===== src/rtl/pe_config_scheduler.sv =====
// Run sequencer for a PE chain: streams ROM config words into the chain, then waits for every PE to finish.
// Optional watchdog on the RUN phase is enabled by defining PE_SCHED_TIMEOUT_EN.
module pe_config_scheduler #(
    parameter int NUM_PE         = 2,
    parameter int WORDS_PER_PE   = 2,
    parameter int CONF_WIDTH     = 32,
    parameter int ADDR_WIDTH     = 8,
    parameter int CNT_WIDTH      = 32,
    parameter int TIMEOUT_CYCLES = 1024
) (
    input  logic                  clk,
    input  logic                  rst,
    input  logic                  start,
    output logic                  rom_rd_en,
    output logic [ADDR_WIDTH-1:0] rom_addr,
    input  logic [CONF_WIDTH-1:0] rom_data,
    output logic                  config_input_valid,
    output logic [CONF_WIDTH-1:0] config_input,
    output logic                  config_input_done,
    input  logic [NUM_PE-1:0]     pe_done,
    output logic                  busy,
    output logic                  done,
    output logic [CNT_WIDTH-1:0]  cycle_count
`ifdef PE_SCHED_TIMEOUT_EN
    ,
    output logic                  timeout
`endif
);

    localparam int TOTAL = NUM_PE * WORDS_PER_PE;
    localparam int WCW   = $clog2(TOTAL + 1);

    typedef enum logic [2:0] {IDLE, LOAD, FLUSH, RUN, FINISH} state_t;

    state_t                state_q, state_d;
    logic [WCW-1:0]        word_cnt_q, word_cnt_d;
    logic                  flush_q, flush_d;
    logic [NUM_PE-1:0]     sticky_q, sticky_d;
    logic                  rd_en_d;
    logic [ADDR_WIDTH-1:0] addr_d;
    logic                  busy_d, done_d, cfg_done_d;
    logic [CNT_WIDTH-1:0]  count_d;
    logic                  rd_q;
    logic                  all_done;
`ifdef PE_SCHED_TIMEOUT_EN
    logic                  timeout_d;
`endif

    assign all_done = &(sticky_q | pe_done);

    always_ff @(posedge clk or negedge rst) begin
        if (!rst) begin
            state_q           <= IDLE;
            word_cnt_q        <= '0;
            flush_q           <= 1'b0;
            sticky_q          <= '0;
            rom_rd_en         <= 1'b0;
            rom_addr          <= '0;
            busy              <= 1'b0;
            done              <= 1'b0;
            config_input_done <= 1'b0;
            cycle_count       <= '0;
`ifdef PE_SCHED_TIMEOUT_EN
            timeout           <= 1'b0;
`endif
        end else begin
            state_q           <= state_d;
            word_cnt_q        <= word_cnt_d;
            flush_q           <= flush_d;
            sticky_q          <= sticky_d;
            rom_rd_en         <= rd_en_d;
            rom_addr          <= addr_d;
            busy              <= busy_d;
            done              <= done_d;
            config_input_done <= cfg_done_d;
            cycle_count       <= count_d;
`ifdef PE_SCHED_TIMEOUT_EN
            timeout           <= timeout_d;
`endif
        end
    end

    always_comb begin
        state_d    = state_q;
        word_cnt_d = word_cnt_q;
        flush_d    = flush_q;
        sticky_d   = sticky_q;
        rd_en_d    = 1'b0;
        addr_d     = rom_addr;
        busy_d     = busy;
        done_d     = 1'b0;
        cfg_done_d = config_input_done;
        count_d    = cycle_count;
`ifdef PE_SCHED_TIMEOUT_EN
        timeout_d  = 1'b0;
`endif
        case (state_q)
            IDLE: begin
                busy_d     = 1'b0;
                cfg_done_d = 1'b0;
                if (start) begin
                    state_d    = LOAD;
                    busy_d     = 1'b1;
                    addr_d     = '0;
                    word_cnt_d = '0;
                    count_d    = '0;
                    sticky_d   = '0;
                end
            end
            LOAD: begin
                if (word_cnt_q == WCW'(TOTAL)) begin
                    state_d = FLUSH;
                    flush_d = 1'b0;
                end else begin
                    rd_en_d    = 1'b1;
                    addr_d     = ADDR_WIDTH'(word_cnt_q);
                    word_cnt_d = word_cnt_q + WCW'(1);
                end
            end
            // Two cycles let the last ROM word drain through the read/register pipeline.
            FLUSH: begin
                if (flush_q) begin
                    state_d    = RUN;
                    cfg_done_d = 1'b1;
                end else begin
                    flush_d = 1'b1;
                end
            end
            RUN: begin
                if (cycle_count != '1) begin
                    count_d = cycle_count + CNT_WIDTH'(1);
                end
                sticky_d = sticky_q | pe_done;
                if (all_done) begin
                    state_d = FINISH;
                    done_d  = 1'b1;
                end
`ifdef PE_SCHED_TIMEOUT_EN
                else if (count_d == CNT_WIDTH'(TIMEOUT_CYCLES)) begin
                    state_d   = FINISH;
                    done_d    = 1'b1;
                    timeout_d = 1'b1;
                end
`endif
            end
            FINISH: begin
                state_d    = IDLE;
                busy_d     = 1'b0;
                cfg_done_d = 1'b0;
            end
            default: begin
                state_d = IDLE;
            end
        endcase
    end

    // ROM answers one cycle after the strobe; the word is registered one cycle later.
    always_ff @(posedge clk or negedge rst) begin
        if (!rst) begin
            rd_q               <= 1'b0;
            config_input_valid <= 1'b0;
            config_input       <= '0;
        end else begin
            rd_q               <= rom_rd_en;
            config_input_valid <= rd_q;
            if (rd_q) begin
                config_input <= rom_data;
            end
        end
    end

endmodule


===== config.mk =====
export PLATFORM = sky130hd
export DESIGN_NAME = pe_config_scheduler
export DESIGN_NICKNAME = d
export VERILOG_FILES = /design/src/rtl/pe_config_scheduler.sv
export SDC_FILE = /design/constraint.sdc
export NUM_CORES = 1
export LEC_CHECK = 0
export BUFFER_PORTS_ARGS = -buffer_cell sky130_fd_sc_hd__buf_2
export CAP_MARGIN = 20
export CORE_ASPECT_RATIO = 1.25
export CORE_UTILIZATION = 52
export DETAILED_ROUTE_END_ITERATION = 10
export PLACE_DENSITY_LB_ADDON = 0.1
export RECOVER_POWER = 100
export SLEW_MARGIN = 40
export SYNTH_ARGS = -nofsm -noshare
export SYNTH_HDL_FRONTEND = slang
export SYNTH_SLANG_ARGS = --single-unit

===== constraint.sdc =====
create_clock -name clk -period 2.9 [get_ports clk]
set_input_delay 0.725 -clock clk [delete_from_list [all_inputs] [get_ports clk]]
set_output_delay 0.725 -clock clk [all_outputs]
set_load 0.02 [all_outputs]

======== After elaboration in Yosys (flattened, before gate mapping) ========
Index checks and enable logic that the tools add are counted.
operators by class
  add/sub/neg operators ................... 2
  equal/unequal tests ..................... 12
  muxes and demuxes ....................... 26
  bitwise logic cells ..................... 1
  reduce and logical (&&, ||, !) cells .... 14
operators with widths
  cell                                           number
  2-to-1 mux 32 bit                              2
  one-hot mux 32 bit (2 select lines)            1
  adder 32 x 1 -> 32 bit, second input constant  1
  != test 32 bit, second input constant          1
  2-to-1 mux 3 bit                               6
  2-to-1 mux 8 bit                               2
  one-hot mux 8 bit (2 select lines)             1
  != test 2 bit, second input constant           6
  one-hot mux 3 bit (4 select lines)             1
  nonzero test 2 bit                             5
  AND reduction 2 bit                            4
  2-to-1 mux 1 bit                               7
  == test 3 x 2 -> 1 bit, second input constant  2
  == test 3 bit, second input constant           2
  one-hot mux 1 bit (2 select lines)             3
  one-hot mux 3 bit (2 select lines)             1
  AND reduction 3 bit                            2
  one-hot mux 2 bit (2 select lines)             1
  AND reduction 4 bit                            1
  adder 3 x 1 -> 3 bit, second input constant    1
  == test 3 x 1 -> 1 bit, second input constant  1
  zero test 3 bit                                1
  2-to-1 mux 2 bit                               1
  OR 2 bit                                       1
  OR reduction 2 bit                             1
word-level totals
  bits in registers ....................... 87
  input bits .............................. 37
  output and inout bits ................... 77
  logic and storage cells ................. 68

======== Logic depth before layout (Yosys ltp) ========
Gate-level depths: netlist (run 1).
  depth in word-level cells ............... 4
  depth in mapped cells ................... 8
  depth with buffers taken out ............ 8

======== Worst setup path before layout (run 1) ========
OpenSTA, ideal clock, no wires.
  kind .................................... input to register
  start ................................... input port start
  end ..................................... register cycle_count[4]
  data arrival time ....................... 2.179 ns
  path slack .............................. 0.585 ns
  cell stages on the path ................. 8
  path buffers ............................ 3
  path through ............................ or4b_1 buf_2 and2_0 and4_1 buf_6 buf_6 o31ai_1 o31ai_1
between the ends
  word-level cells in the longest chain between the ends .. 2
RTL lines
  element                        RTL line  source
  start: declaration             13        input logic start,
  != test 2 bit (no line)        -
  AND reduction 3 bit (no line)  -
  end signal: assignment         76        cycle_count <= count_d;
  end: declaration               23        output logic [CNT_WIDTH-1:0] cycle_count
No other way between the ends.
A chain may end at the register's enable or synchronous reset.

======== Final worst setup path (run 1) ========
  start ................................... register cycle_count[0]
  end ..................................... register cycle_count[18]
between the ends
  word-level cells in the longest chain between the ends .. 3
RTL lines
  element                                                                            RTL line
  adder 32 x 1 -> 32 bit / != test 32 bit (equally long branches)                    131, 130
  2-to-1 mux 32 bit / != test 2 bit (equally long branches)                          -
  one-hot mux 32 bit (2 select lines) / AND reduction 3 bit (equally long branches)  -
Several ways; a longest one is shown, not always the timed one. The select of a mux whose other input is x is not followed.

==> flow_summary.ini, run 1 <==
[outcome]
status = complete, but fails checks
violations = max-capacitance violations, max-slew violations

[cts]
post_cts_buffers = 0
clkSinkCount = 82
cts_tree = built
clk_latency_ns = 0.36
cts_buffers = 9
htreeDepth = 3
holdBufCountCts = 0
path_clk_slew_ns = 0.09
clockBufferDepth = 2
cts-root-buf = clkbuf_8
ctsResizeCount = 0

[floorplanning]
rows = 34
initial_core_util_pct = 54.8
die_x_microns = 79.4
die_h_microns = 98.8
core-area_sq_mm = 0.00710
io_pins = 114
dieArea_sq_mm = 0.00785

[global_route]
grt_max_degree = 43
overflow = 0
grt_pass1_wl_microns = 14800
gr-usage-all-layers_pct = 24.5
grt_pass1_vias = 3129
antenna_found_initial = 0

[yosys]
yosysMostFrequentCell = dfrtp_1
synthCells = 365
syn_area_per_cell_sq_um = 10.7
synth.cell_area_sq_mm = 0.00390
yosys_warnings = 0
synth.mux.area_fraction_pct = 10.0
synthSimpleGateAreaFrac_pct = 18.4
synthXorXnorAreaFrac_pct = 0.225
netlist_top_cells_count = 82 x dfrtp_1, 32 x mux2_2, 24 x nor2_1
synth_top_family_by_area = simple AND/OR/NAND/NOR gates
synthTopCellsByArea = dfrtp_1 53%, mux2_2 9.2%, o31ai_1 3.7%
ys_ff_latch = 82
synthFlopType = dfrtp_1
synthAdderAreaFrac_pct = 0.963
yosysTopAreaCellShare_pct = 52.7
seq_area_frac_synth_pct = 52.7
synth_area_leader_cell = dfrtp_1
synth-edff-count = 0
async_flop_share_pct = 100
synth_compound_area_share_pct = 13.4
yosysUniqueCellTypes = 47

[critical_path]
setup.worst_path.start_class = flop
worstPathRequired_ns = 3.14
ff2ff_setup_slack_ns = 0.41
worstSetupStartpoint = cycle_count[0]$_DFFE_PN0P_
crit_path_max_fanout = 13
path_class = reg -> reg
cp.arrival_ns = 2.74
cp-end-kind = flop
regToRegStartpoint = cycle_count[0]$_DFFE_PN0P_

[sta]
skew_ns = 0.0108
fin_tns_setup_ns = 0
max_freq_mhz = 401
whs_ns = 0.384
drv_slew = 34
tightest_slew_ns = 1.66
finalSetupViolCount = 0
hold_viol = 0
rsz0062_at_grt = false
slew_headroom_pct = -10.4
min_period_ns = 2.49
layout_worst_path_cycle_share_pct = 86.0

[power]
leakage_uw = 0.00199
power_density_mw_per_mm2 = 960
max-vdd-ir-drop_uv = 487
total_power_uw = 4430

[cells_and_area]
n_fill_cell = 637
layout.nets = 519
area_growth_pct = 18.5
drive_gt1_share_pct = 19.8
finalInstanceArea_sq_mm = 0.00462
n_antenna_cell = 0

[placement]
gp_congestion = 0.839
postPlaceCellArea_sq_mm = 0.00457
portBuffers = 108
dp_hpwl_microns = 6730

[route]
first_iter_violations = 158
drc = 0
ant_nets = 0
wl_per_cell_microns = 16.4
wirelength_microns = 9390
via_per_inst = 5.86
vias = 3366
dr.pass1.iters = 4

[worst_hold_path]
holdCritPathClass = reg -> reg
min_from = rom_rd_en$_DFF_PN0_

[run]
maxCapViolCount = 1
-- cell families after synthesis --
group,Yosys count
other,1
flip-flops,82
AND/OR/NAND/NOR,129
AO/OA/AOI/OAI,80
XOR/XNOR,1
adder cells (fa/ha/maj),3
multiplexers,35
buffers and inverters,34
-- per-stage QoR --
step | util, % | setup slack [ns] | std cells
final | 65.0 | 0.405 | 574
after global routing | 65.0 | 0.199 | 574
after CTS | 67.1 | 0.483 | 574
after detailed placement | 64.3 | 0.489 | 558
after global placement | 64.3 | 0.575 | 558
after floorplan | - | 0.585 | 369
-- worst max-delay path, stage by stage, from the launching register on --
cell	delay, ns
dfrtp_1	0.44
ha_1	0.22
nand3_1	0.19
nor4_1	0.44
clkbuf_1	0.31
and4_1	0.26
clkbuf_2	0.29
o31ai_1	0.13
o41ai_1	0.10
-- report_power, final --
group	internal [uW]	total [uW]	switching, uW	leakage (uW)
sequential	1540	1840	296	0.00105
clock	407	847	440	0.000102
combinational	617	1750	1130	0.000836
total	2570	4430	1870	0.00199
-- sequential cells by signal, indices dropped and copies added, names as in the netlist --
signal	flops
done	1
sticky_q	2
flush_q	1
config_input_done	1
rom_rd_en	1
cycle_count	32
rom_addr	3
word_cnt_q	3
busy	1
rd_q	1
config_input_valid	1
config_input	32
state_q	3
-- path summary, 6_finish.rpt --
kind | endpoint | depth (start not counted)
max in group asynchronous | config_input_valid$_DFF_PN0_ | 2
worst max-delay path | cycle_count[18]$_DFFE_PN0P_ | 8
worst min register to register | rd_q$_DFF_PN0_ | 0
worst max register to register | cycle_count[18]$_DFFE_PN0P_ | 8
worst min-delay path | rd_q$_DFF_PN0_ | 0
min in group asynchronous | config_input[20]$_DFFE_PN0P_ | 1
-- cells in the final DEF, fill, tap and decap left out, types with 3 or more instances in the layout --
cell and n:
a21oi_1 11, a31oi_1 20, and2_0 3, and3_1 6, and4_1 6, buf_2 35, buf_4 8, clkbuf_1 78
clkbuf_2 3, clkbuf_8 9, conb_1 5, dfrtp_1 82, ha_1 3, inv_1 9, mux2_2 32, mux2i_1 3
nand2_1 22, nand3_1 20, nand3b_1 5, nand4_1 12, nor2_1 25, nor3_1 7, nor4_1 8, o21ai_0 15
o31ai_1 19, or4_1 5
-- layer usage --
| metal | global-route usage (%) | vias up | share of wire, % |
|---|---|---|---|
| met5 | 0 | - | 0 |
| met1 | 31.2 | 1638 | 42 |
| li1 | - | 1586 | - |
| met3 | 3.33 | 21 | 6.0 |
| met4 | 12.9 | 0 | 2.8 |
| met2 | 40.2 | 121 | 49 |
-- layout make-up --
| type | count | area [sq um] | area share, % |
|---|---|---|---|
| clock buffers | 9 | 124 | 2.68 |
| clock inverters | 7 | 76.3 | 1.65 |
| inverters | 9 | 33.8 | 0.732 |
| multi-input cells | 253 | 1680 | 36.3 |
| flip-flops and latches | 82 | 2050 | 44.4 |
| well taps | 90 | 113 | 2.44 |
| repair buffers | 124 | 543 | 11.8 |
No activity file was read; power rests on OpenSTA's default activity.
==> run 2: changes to the inputs <==
==> constraint.sdc (replaced) <==
create_clock -name clk -period 2.9 [get_ports clk]
set_input_delay 0.145 -clock clk [delete_from_list [all_inputs] [get_ports clk]]
set_output_delay 0.145 -clock clk [all_outputs]
set_load 0.02 [all_outputs]
==> run 2 against run 1 <==
Net effect:
- the flow still finishes with violations (max-capacitance violations, max-slew violations)
- cell area grew 0.16%
- die area unchanged
- fmax fell by 3.1%
- via count shrank 2.3%
- non-clock buffer count down 4
- utilization up 0.11 points
- sequential share of layout area is 0.072 points lower
- hold slack lost 0.37 ns
- first-iteration DRC count grew 33%
- critical path depth down 1
- critical path type unchanged
- critical endpoint is now cycle_count[23]$_DFFE_PN0P_
- largest power group unchanged
==> flow_summary.ini, run 2 (synthesis results as in run 1) <==
[outcome]
status = complete, but fails checks
violations = max-capacitance violations, max-slew violations

[route]
vias = 3288
first_iter_violations = 210
dr.pass1.iters = 4
wl_per_cell_microns = 15.8
drc = 0
via_per_inst = 5.77
wirelength_microns = 8980
ant_nets = 0

[cells_and_area]
n_fill_cell = 629
layout_common_cells = 82 x dfrtp_1, 75 x clkbuf_1, 35 x buf_2
layout_commonest_cell = dfrtp_1
area_growth_pct = 18.7
top_regs = config_input (32), cycle_count (32)
n_antenna_cell = 0
ff_latch_area_sq_mm = 0.00205
drive_gt1_share_pct = 19.8
multiInputGateArea_sq_mm = 0.00169
finalInstanceArea_sq_mm = 0.00462
layout.nets = 515

[cts]
htreeDepth = 3
clockBufferDepth = 2
cts_tree = built
clk_latency_ns = 0.36
path_clk_slew_ns = 0.09
cts-root-buf = clkbuf_8
cts_buffers = 9
clkSinkCount = 82

[sta]
min_period_ns = 2.58
finalSetupViolCount = 0
tightest_slew_ns = 1.96
hold_viol = 0
layout_worst_path_cycle_share_pct = 88.8
skew_ns = 0.0101
fin_tns_setup_ns = 0
rsz0062_at_grt = false
slew_headroom_pct = -30.9
drv_slew = 83
max_freq_mhz = 388

[power]
power_density_mw_per_mm2 = 951
leakage_uw = 0.00199
total_power_uw = 4400
max-vdd-ir-drop_uv = 478

[critical_path]
setup.worst_path.start_class = flop
regToRegStartpoint = cycle_count[0]$_DFFE_PN0P_
crit_path_max_fanout = 11
cp-end-kind = flop
worstSetupStartpoint = cycle_count[0]$_DFFE_PN0P_
worstPathRequired_ns = 3.18
r2r-end = cycle_count[23]$_DFFE_PN0P_
cp.arrival_ns = 2.85
reg2regPathDepth = 7
crit_end = cycle_count[23]$_DFFE_PN0P_
path_class = reg -> reg
ff2ff_setup_slack_ns = 0.32

[floorplanning]
die_h_microns = 98.8
initial_core_util_pct = 54.8
dieArea_sq_mm = 0.00785
core-area_sq_mm = 0.00710
io_pins = 114
rows = 34
die_x_microns = 79.4

[placement]
postPlaceCellArea_sq_mm = 0.00452
gp_congestion = 0.838
portBuffers = 108
dp_hpwl_microns = 6310

[global_route]
overflow = 0
antenna_found_initial = 0
grt_pass1_vias = 2961
grt_pass1_wl_microns = 14400
grt_max_degree = 83
gr-usage-all-layers_pct = 23.7

[worst_hold_path]
holdCritPathClass = in -> reg
min_from = rom_data[4]

[run]
maxCapViolCount = 1
run 2: worst min-delay path by stage:
stage | to | slack (ns) | depth (start not counted)
2_1_floorplan | busy$_DFFE_PN0N_ | -0.15 | 0
3_3_place_gp | rd_q$_DFF_PN0_ | 0.35 | 0
3_5_place_dp | config_input[23]$_DFFE_PN0P_ | 0.24 | 1
4_1_cts | config_input[4]$_DFFE_PN0P_ | 0.0004 | 2
5_1_grt | config_input[1]$_DFFE_PN0P_ | 0.004 | 2
6_report | config_input[4]$_DFFE_PN0P_ | 0.01 | 2
run 2: worst max-delay path: stages (launching register included):
cell and delay [ns]:
dfrtp_1 0.45, ha_1 0.23, nand3_1 0.26, nor4_4 0.52
and4_1 0.44, nor2_1 0.15, clkbuf_2 0.24, a31oi_1 0.22
run 2: repair_timing:
item / 4_1_cts / 5_1_grt
hold buffers: 1 / 0
resized for setup: 0 / 0
hold endpoints to repair: 82 / 0
setup buffers: 0 / 0
run 2: cell type report:
type,count,area share (%)
Sequential cell,82,44.4
Clock buffer,9,2.68
Multi-Input combinational cell,253,36.6
Clock inverter,7,1.79
Timing Repair Buffer,120,11.4
Inverter,9,0.731
Tap cell,90,2.44
run 2: metrics by stage:
step | std cells | util (%) | worst slack (ns) | hold slack, ns
after floorplan | 369 | - | 0.590 | -0.151
after global placement | 553 | 63.6 | 0.557 | 0.355
after detailed placement | 553 | 63.6 | 0.495 | 0.236
after CTS | 570 | 66.7 | 0.443 | 0.000405
after global routing | 570 | 65.1 | 0.161 | 0.00375
final | 570 | 65.1 | 0.324 | 0.0109
run 2: power breakdown:
group	total (uW)	internal [uW]	leakage [uW]	switching, uW
sequential	1880	1540	0.00105	337
clock	851	411	0.0000984	440
combinational	1670	598	0.000845	1070
total	4400	2550	0.00199	1850
run 2: layer usage:
layer	global-route usage, %	part of all wire, %	vias up
met2	37.2	48	114
met3	4.63	6.4	11
met1	32.6	44	1577
li1	-	-	1586
met4	8.81	1.6	0
met5	0	0	-
==> run 3: changes to the inputs <==
ABC_CLOCK_PERIOD_IN_PS = 2900   (was not set)
PLACE_DENSITY_LB_ADDON = 0.12   (was 0.1)
==> run 3 against run 2 <==
Net effect:
- the run now ends clean
- die area stayed put
- clock power hardly changed
- flip-flop and latch count stayed put
- sequential power hardly changed
- clock skew is 0.00098 ns higher
- fmax is 3.1% lower
- register-to-register slack worse by 0.08 ns
- critical path type unchanged
- highest routed layer unchanged
==> flow_summary.ini, run 3 (synthesis results as in run 1) <==
[cells_and_area]
n_fill_cell = 642
drive_gt1_share_pct = 19.2
area_growth_pct = 19.8
ff_latch_area_sq_mm = 0.00205
layout_common_cells = 82 x dfrtp_1, 78 x clkbuf_1, 35 x buf_2
final_core_util_pct = 65.7
layout_commonest_cell = dfrtp_1
n_antenna_cell = 0
layout.nets = 519
multiInputGateArea_sq_mm = 0.00169
top_regs = config_input (32), cycle_count (32)

[critical_path]
setup.worst_path.start_class = flop
worstPathRequired_ns = 3.17
worstSetupStartpoint = cycle_count[0]$_DFFE_PN0P_
ff2ff_setup_slack_ns = 0.24
critPathMaxStageDelay_ns = 0.61
regToRegStartpoint = cycle_count[0]$_DFFE_PN0P_
reg2regPathDepth = 7
cp_cell_sequence = ha_1 > nand3_1 > nor4_4 > and4_1 > nor2_1 > clkbuf_2 > a31oi_1
crit_path_max_fanout = 14
r2r-end = cycle_count[24]$_DFFE_PN0P_
crit_path_top_delay_cell = and4_1
path_class = reg -> reg
cp.arrival_ns = 2.93
cp-end-kind = flop

[sta]
rsz0062_at_grt = false
slew_headroom_pct = 19.0
skew_ns = 0.0111
max_freq_mhz = 376
drv_slew = 0
fin_tns_setup_ns = 0
layout_worst_path_cycle_share_pct = 91.7
finalSetupViolCount = 0
hold_viol = 0
tightest_slew_ns = 1.22
min_period_ns = 2.66

[global_route]
grt_pass1_wl_microns = 15200
antenna_found_initial = 0
grt_pass1_vias = 3153
grt_max_degree = 83
gr-usage-all-layers_pct = 25.0
overflow = 0

[power]
total_power_uw = 4440
max-vdd-ir-drop_uv = 460
leakage_uw = 0.00201
power_density_mw_per_mm2 = 950

[route]
drc = 0
via_per_inst = 5.86
vias = 3363
dr.pass1.iters = 6
ant_nets = 0
first_iter_violations = 204
wirelength_microns = 9390
wl_per_cell_microns = 16.4

[placement]
portBuffers = 108
dp_hpwl_microns = 6400
gp_congestion = 0.852

[floorplanning]
rows = 34
die_x_microns = 79.4
initial_core_util_pct = 54.8
io_pins = 114
die_h_microns = 98.8
dieArea_sq_mm = 0.00785
core-area_sq_mm = 0.00710

[worst_hold_path]
min_to = config_input[5]$_DFFE_PN0P_
min_from = rom_data[5]
hold_depth = 2
holdCritPathClass = in -> reg

[cts]
cts-root-buf = clkbuf_8
cts_tree = built
clk_latency_ns = 0.36
clkSinkCount = 82
path_clk_slew_ns = 0.08
htreeDepth = 3
cts_buffers = 9
clockBufferDepth = 2

[outcome]
status = finished clean

[run]
maxCapViolCount = 0
==> run 3: metal layers <==
metal | vias to the layer above | global-route usage (%) | share of wire (%)
met5 | - | 0 | 0
met4 | 0 | 10.8 | 1.9
met3 | 15 | 4.81 | 6.5
met2 | 145 | 39.8 | 49
met1 | 1616 | 33.1 | 42
li1 | 1587 | - | -
==> run 3: through the flow <==
| step | setup WS [ns] | cell area [sq um] | hold WS (ns) | instances |
|---|---|---|---|---|
| after detailed placement | 0.375 | 4530 | 0.243 | 554 |
| after CTS | 0.353 | 4740 | 0.00433 | 571 |
| after floorplan | 0.590 | 3910 | -0.151 | 369 |
| final | 0.242 | 4670 | 0.0143 | 574 |
| after global routing | 0.0704 | 4670 | 0.000918 | 574 |
| after global placement | 0.501 | 4520 | 0.355 | 554 |
==> run 3: worst max-delay path: cells and delay by family (launching register included) <==
kind            cells  cell delay (ns)
compound gates      1             0.20
simple gates        4             1.46
buf+inv             1             0.22
fa+ha+maj           1             0.23
flops               1             0.46
==> run 3: worst max path at each step <==
stage | to
CTS | cycle_count[25]$_DFFE_PN0P_
global route | cycle_count[30]$_DFFE_PN0P_
finish | cycle_count[24]$_DFFE_PN0P_
floorplan | cycle_count[18]$_DFFE_PN0P_
global placement | cycle_count[26]$_DFFE_PN0P_
detailed placement | cycle_count[24]$_DFFE_PN0P_
==> run 3: layout make-up <==
type                            count  share of cell area (%)
Multi-Input combinational cell    253                    36.2
Sequential cell                    82                    43.9
Clock inverter                      5                    1.34
Tap cell                           90                    2.41
Inverter                            9                   0.723
Clock buffer                       11                    3.03
Timing Repair Buffer              124                    12.4
==> run 3: what timing repair did <==
action | CTS | global route
endpoints found under the hold margin | 82 | 2
gates resized for setup | 0 | 0
hold buffers | 1 | 2
setup buffers | 0 | 0
setup endpoints to repair | 0 | 0
==> run 3: report_power, final <==
part	internal [uW]	total (uW)	switching, uW
logic	609	1700	1090
clock network	426	851	425
registers	1540	1880	341
total	2580	4440	1860
